--- src/rtl/program_sequencer.sv ---
// Program sequencer: walks ROM addresses on Din and issues one run pulse per instruction.
// Define SEQ_TIMEOUT_EN to add a WAIT_DONE watchdog and the ERR state.
module program_sequencer #(
    parameter int ADDR_W         = 5,
    parameter int START_ADDR     = 0,
    parameter int LAST_ADDR      = 31,
    parameter int CNT_W          = 8,
    parameter int TIMEOUT_CYCLES = 64
) (
    input  logic              clock,
    input  logic              reset,
    input  logic              start,
    input  logic              step_mode,
    input  logic              step,
    input  logic              halt_req,
    input  logic              done,
    output logic [ADDR_W-1:0] Din,
    output logic              run,
    output logic              busy,
    output logic              finished,
    output logic              error,
    output logic [CNT_W-1:0]  instr_count
);

    if (LAST_ADDR < START_ADDR || TIMEOUT_CYCLES < 1) begin : g_bad_params
        $error("program_sequencer: illegal parameter combination");
    end

    typedef enum logic [2:0] {
        IDLE,
        ISSUE,
        WAIT_DONE,
        ADVANCE,
        PAUSE,
        HALTED
`ifdef SEQ_TIMEOUT_EN
        , ERR
`endif
    } state_t;

    state_t             state_q, state_d;
    logic [ADDR_W-1:0]  din_q, din_d;
    logic [CNT_W-1:0]   cnt_q, cnt_d;
    logic               run_q, run_d;
    logic               busy_q, busy_d;
    logic               finished_q, finished_d;

`ifdef SEQ_TIMEOUT_EN
    localparam int TMO_W = (TIMEOUT_CYCLES > 1) ? $clog2(TIMEOUT_CYCLES) : 1;
    localparam logic [TMO_W-1:0] TMO_LAST = TMO_W'(TIMEOUT_CYCLES - 1);

    logic [TMO_W-1:0]   tmo_q, tmo_d;
    logic               error_q, error_d;
`endif

    always_comb begin
        state_d = state_q;
        din_d   = din_q;
        cnt_d   = cnt_q;
`ifdef SEQ_TIMEOUT_EN
        tmo_d   = tmo_q;
`endif
        case (state_q)
            IDLE: begin
                if (start) state_d = ISSUE;
            end
            ISSUE: begin
                state_d = WAIT_DONE;
`ifdef SEQ_TIMEOUT_EN
                tmo_d   = '0;
`endif
            end
            WAIT_DONE: begin
                if (done) begin
                    state_d = ADVANCE;
                end
`ifdef SEQ_TIMEOUT_EN
                else if (tmo_q == TMO_LAST) begin
                    state_d = ERR;
                end else begin
                    tmo_d = tmo_q + TMO_W'(1);
                end
`endif
            end
            ADVANCE: begin
                if (cnt_q != '1) cnt_d = cnt_q + CNT_W'(1);
                // Din stays on the final address so the halted program is visible.
                if (din_q == ADDR_W'(LAST_ADDR) || halt_req) begin
                    state_d = HALTED;
                end else begin
                    din_d   = din_q + ADDR_W'(1);
                    state_d = step_mode ? PAUSE : ISSUE;
                end
            end
            PAUSE: begin
                if (halt_req)                state_d = HALTED;
                else if (step || !step_mode) state_d = ISSUE;
            end
`ifdef SEQ_TIMEOUT_EN
            HALTED, ERR: begin
`else
            HALTED: begin
`endif
                if (start) begin
                    state_d = ISSUE;
                    din_d   = ADDR_W'(START_ADDR);
                    cnt_d   = '0;
                end
            end
            default: state_d = IDLE;
        endcase

        // Status outputs are decoded from the next state so they register alongside it.
        run_d      = (state_d == ISSUE);
        busy_d     = (state_d == ISSUE) || (state_d == WAIT_DONE) ||
                     (state_d == ADVANCE) || (state_d == PAUSE);
        finished_d = (state_d == HALTED);
`ifdef SEQ_TIMEOUT_EN
        error_d    = (state_d == ERR);
`endif
    end

    always_ff @(posedge clock or negedge reset) begin
        if (!reset) begin
            state_q    <= IDLE;
            din_q      <= ADDR_W'(START_ADDR);
            cnt_q      <= '0;
            run_q      <= 1'b0;
            busy_q     <= 1'b0;
            finished_q <= 1'b0;
`ifdef SEQ_TIMEOUT_EN
            tmo_q      <= '0;
            error_q    <= 1'b0;
`endif
        end else begin
            state_q    <= state_d;
            din_q      <= din_d;
            cnt_q      <= cnt_d;
            run_q      <= run_d;
            busy_q     <= busy_d;
            finished_q <= finished_d;
`ifdef SEQ_TIMEOUT_EN
            tmo_q      <= tmo_d;
            error_q    <= error_d;
`endif
        end
    end

    assign Din         = din_q;
    assign run         = run_q;
    assign busy        = busy_q;
    assign finished    = finished_q;
    assign instr_count = cnt_q;
`ifdef SEQ_TIMEOUT_EN
    assign error       = error_q;
`else
    assign error       = 1'b0;
`endif

endmodule

--- config.mk ---
export PLATFORM = sky130hd
export DESIGN_NAME = program_sequencer
export DESIGN_NICKNAME = d
export VERILOG_FILES = /design/src/rtl/program_sequencer.sv
export SDC_FILE = /design/constraint.sdc
export NUM_CORES = 1
export LEC_CHECK = 0
export BUFFER_PORTS_ARGS = -buffer_cell sky130_fd_sc_hd__buf_2
export CAP_MARGIN = 20
export CORE_AREA = 2 2 40 69
export DETAILED_ROUTE_END_ITERATION = 8
export DIE_AREA = 0 0 42 71
export GPL_ROUTABILITY_DRIVEN = 0
export PLACE_DENSITY_LB_ADDON = 0.25
export SETUP_SLACK_MARGIN = 0.2
export SYNTH_ARGS = -nofsm -noshare
export SYNTH_HDL_FRONTEND = slang
export SYNTH_SLANG_ARGS = --single-unit
--- constraint.sdc ---
create_clock -name clock -period 3.6 [get_ports clock]
set_input_delay 0.36 -clock clock [delete_from_list [all_inputs] [get_ports clock]]
set_output_delay 0.36 -clock clock [all_outputs]
set_load 0.005 [all_outputs]
**Word-level counts from Yosys, hierarchy flattened**

Index checks and enable logic that the tools add are counted.

- Add/sub/neg operators: 2
- Multiply operators: 0
- Div/mod/pow operators: 0
- Magnitude comparators: 0
- Equality and inequality tests: 15
- Shifts and indexed selects: 0
- Muxes and demuxes: 13
- Bitwise gates (word level): 0
- Reduce and logical (&&, ||, !) cells: 11

Operators by type and width:

| cell | number |
|---|---|
| 3-bit two-way mux | 6 |
| 8-bit two-way mux | 2 |
| 8-bit one-hot mux with 2 select lines | 1 |
| 3-bit one-hot mux with 5 select lines | 1 |
| 3-bit by 2-bit equality test with 1-bit output (second input constant) | 4 |
| 3-bit equality test (second input constant) | 4 |
| 5-bit two-way mux | 2 |
| 5-bit one-hot mux with 2 select lines | 1 |
| 8-bit by 1-bit adder with 8-bit output (second input constant) | 1 |
| 8-bit inequality test (second input constant) | 1 |
| 3-bit by 1-bit equality test with 1-bit output (second input constant) | 2 |
| 2-bit inequality test (second input constant) | 3 |
| 3-bit AND reduction | 2 |
| 5-bit by 1-bit adder with 5-bit output (second input constant) | 1 |
| 5-bit equality test (second input constant) | 1 |
| 1-bit logical OR | 5 |
| 3-bit logical NOT | 1 |
| 2-bit nonzero test | 1 |
| 2-bit OR reduction | 1 |
| 1-bit logical NOT | 1 |

- Bits in registers: 19
- Bits in latches: 0
- RAM bits: 0
- Bits in read-only memories: 0
- Output and inout port bits: 17
- Logic and storage cells: 47
- Memories: 0

**Logic depth before layout (Yosys ltp)**

- Depth in word-level cells: 9
- Depth in mapped cells: 7

**Worst setup path before layout**

Ideal clock, no wire load.

- Path type: register to register
- Start point: register din_q[0] (netlist: Din[0])
- End point: register run_q (netlist: run)
- Library setup time: 0.065 ns
- Arrival: 1.669 ns
- Slack: 1.866 ns
- Stages on the path, launching flop included: 7
- Path through: dfrtp_1 > ha_1 > and3_1 > ha_1 > or3_1 > a21oi_2 > o221a_2

- Longest elaborated chain between the ends: 5

Ends and longest elaborated chain:

| what | line | text |
|---|---|---|
| from (decl) | 42 | `logic [ADDR_W-1:0] din_q, din_d;` |
| from (signal assigned) | 126 | `din_q <= ADDR_W'(START_ADDR);` |
| from (signal assigned) | 137 | `din_q <= din_d;` |
| 5-bit equality test | 88 | `if (din_q == ADDR_W'(LAST_ADDR) \|\| halt_req) begin` |
| 1-bit logical OR | 88 |  |
| 3-bit two-way mux | 88 |  |
| 3-bit one-hot mux with 5 select lines | 63 | `case (state_q)` |
| 3-bit by 1-bit equality test with 1-bit output | 114 | `run_d = (state_d == ISSUE);` |
| net run_d | 44 | `logic run_q, run_d;` |
| to (signal assigned) | 139 | `run_q <= run_d;` |
| to (decl) | 44 |  |

The timed path passes the listed nets, and every way through them passes these cells.
A chain may end at the register's enable or synchronous reset.

**Worst setup path after layout**

Same ends and word-level chain as after synthesis.

==> impl_metrics.ini <==
[clock_network]
tritoncts = done
clkLatencyLatePin_ps = 250
clock_sinks = 19
cts_buffer_depth = 2
cts_hold_buf = 0
path_clk_slew_ps = 70
post_cts_resized = 0
cts_setup_buffers = 0
cts_made_buffers = 3
root_buffer = clkbuf_8
cts_htree_levels = 1

[synth]
synth_nets = 116
syn_area_per_cell_sq_um = 9.74
ys_async_sr_fraction = 1.00
synthDistinctLibCells = 39
synth_edf_count = 0
synth_ff_type = dfrtp_1
syn_inst = 106
ys_seq_area_frac = 0.461
synthesis.area_sq_um = 1030
synth-seq-cells = 19
ys_warn_count = 0

[die]
ioPinCount = 24
start_util = 0.424
rows = 24
fp.dieArea_sq_um = 2980
die_height_microns = 71
die_w_microns = 42
core_sq_um = 2430

[power_and_ir_drop]
peakVddDrop_uv = 505
cellLeakagePower_nw = 0.575
p_per_area_nw_per_um2 = 788

[global_routing]
grt_antenna_before_repair = 0
gr-usage-all-layers = 0.158
grt_pass1_wl_microns = 3670
grt_max_degree = 20
grt_pass1_vias = 843
grt-ovfl-total = 0

[min_path]
hold_class = in2async

[sta]
finalCritPeriodShare = 0.514
fin_setup_tns_ps = 0
finalMaxSlewViolations = 0
finalSetupViolCount = 0
hold_viol = 0
finalCriticalPeriod_ps = 1850
rsz0062_at_grt = false
worst_clock_skew_ps = 3.32
hold_slack_ps = 31.5
max_freq_ghz = 0.541

[setup_path]
cp_slowest_stage_delay_ps = 420
cp.arrival_ps = 2040
endpoint_kind = flip-flop
crit_path_max_fanout = 5
worstSetupPathType = reg2reg
crit_slowest_cell = dfrtp_1
cp_top_family = simple AND/OR/NAND/NOR gates
worstPathCellList = ha_1 > and3_1 > ha_1 > or3_1 > a21oi_2 > o221a_2
critPathLaunchType = flip-flop
crit_buf_inv = 0
cp_common_cell = ha_1
required_ps = 3800

[layout]
nFillCells = 230
antennaDiodeCount = 0
synthToLayoutAreaGrowth_pct = 15.0
fin_cells = 153
layout-drive-gt1-share = 0.244
layout.nets = 138

[flow_run]
cap_violations = 0

[drt]
drt_iter0_drc = 22
ant_nets = 0
vias = 862
finalWirelength_microns = 2100
drc = 0
routedWlPerCell_microns = 13.7
via_per_inst = 5.63
drtPass1Iterations = 2

[placed_design]
portBuffers = 22
place_inst = 149
hpwl_microns = 1630

[status]
status = completed
path summary, 6_finish.rpt:
path | to | slack, ps | startpoint | cells past startpoint
max | run$_DFF_PN0_ | 1750 | Din[0]$_DFFE_PN0P_ | 6
min | instr_count[2]$_DFFE_PN0P_ | 30 | reset | 1
max reg2reg | run$_DFF_PN0_ | 1750 | Din[0]$_DFFE_PN0P_ | 6
min reg2reg | instr_count[5]$_DFFE_PN0P_ | 510 | instr_count[5]$_DFFE_PN0P_ | 1
max in group asynchronous | Din[4]$_DFFE_PN0P_ | 3270 | reset | 1
min in group clock | instr_count[4]$_DFFE_PN0P_ | 460 | start | 3
logic make-up (layout without fill, tap and decap cells):
logic type	count (synthesis)	count (layout)	synth area share
AND/OR/NAND/NOR	47	47	0.239
XOR/XNOR	5	5	0.0424
multiplexers	1	1	0.00970
AO/OA/AOI/OAI	24	24	0.173
flip-flops	19	19	0.461
adder cells (fa/ha/maj)	3	3	0.0364
other	1	1	0.00363
buffers and inverters	6	27	0.0351
sequential cells by signal, summed over array words and instances (netlist names):
register / flops
Din: 5
busy: 1
finished: 1
instr_count: 8
run: 1
state_q: 3
synth_stat cells, types with 2 or more instances:
cell type / n / area [sq um]
xnor2_1: 2 / 17.5
dfrtp_1: 19 / 475
a311oi_1: 2 / 17.5
o211ai_1: 3 / 22.5
nor2_1: 8 / 30.0
and3_1: 2 / 12.5
buf_2: 2 / 10.0
a21oi_1: 3 / 15.0
and2b_1: 2 / 15.0
nand3_1: 12 / 60.1
nor2b_1: 3 / 18.8
xor2_1: 3 / 26.3
ha_1: 3 / 37.5
o21ai_0: 7 / 35.0
nand3b_1: 2 / 15.0
nand2_1: 10 / 37.5
area by class of cell:
cell class | instances | area [sq um] | share of cell area
multi-input cells | 81 | 520 | 0.438
flip-flops and latches | 19 | 475 | 0.400
repair buffers | 22 | 110 | 0.0927
inverters | 1 | 3.75 | 0.00316
well taps | 26 | 32.5 | 0.0274
clock buffers | 4 | 45.0 | 0.0379
through the flow:
step | power, W | util | area, sq um | setup WS (ps)
2_1_floorplan | 0.000668 | - | 1030 | 1870
3_3_place_gp | 0.000787 | 0.470 | 1140 | 1810
3_5_place_dp | 0.000794 | 0.470 | 1140 | 1780
4_1_cts | 0.000943 | 0.488 | 1190 | 1750
5_1_grt | 0.00102 | 0.488 | 1190 | 1640
6_report | 0.000936 | 0.488 | 1190 | 1750
report_power, final:
group          total [W]  switching (W)  internal [W]
sequential      0.000415       0.000112      0.000303
combinational   0.000372       0.000190      0.000182
clock           0.000148      0.0000697     0.0000787
layer usage:
metal | global-route usage | vias to the layer above | routed length (microns)
li1 | - | 427 | -
met1 | 0.184 | 417 | 885
met2 | 0.283 | 14 | 1120
met3 | 0.0153 | 4 | 51
met4 | 0.0753 | 0 | 45
met5 | 0 | - | 0
layout by cell type, fill, tap and decap left out, types with 2 or more instances in the layout:
cell type  count
a21oi_1        3
a311oi_1       2
and2b_1        2
and3_1         2
buf_2         22
clkbuf_8       3
dfrtp_1       19
ha_1           3
nand2_1       10
nand3_1       12
nand3b_1       2
nor2_1         8
nor2b_1        3
o211ai_1       3
o21ai_0        7
xnor2_1        2
xor2_1         3
Power figures use the tool's default switching activity.
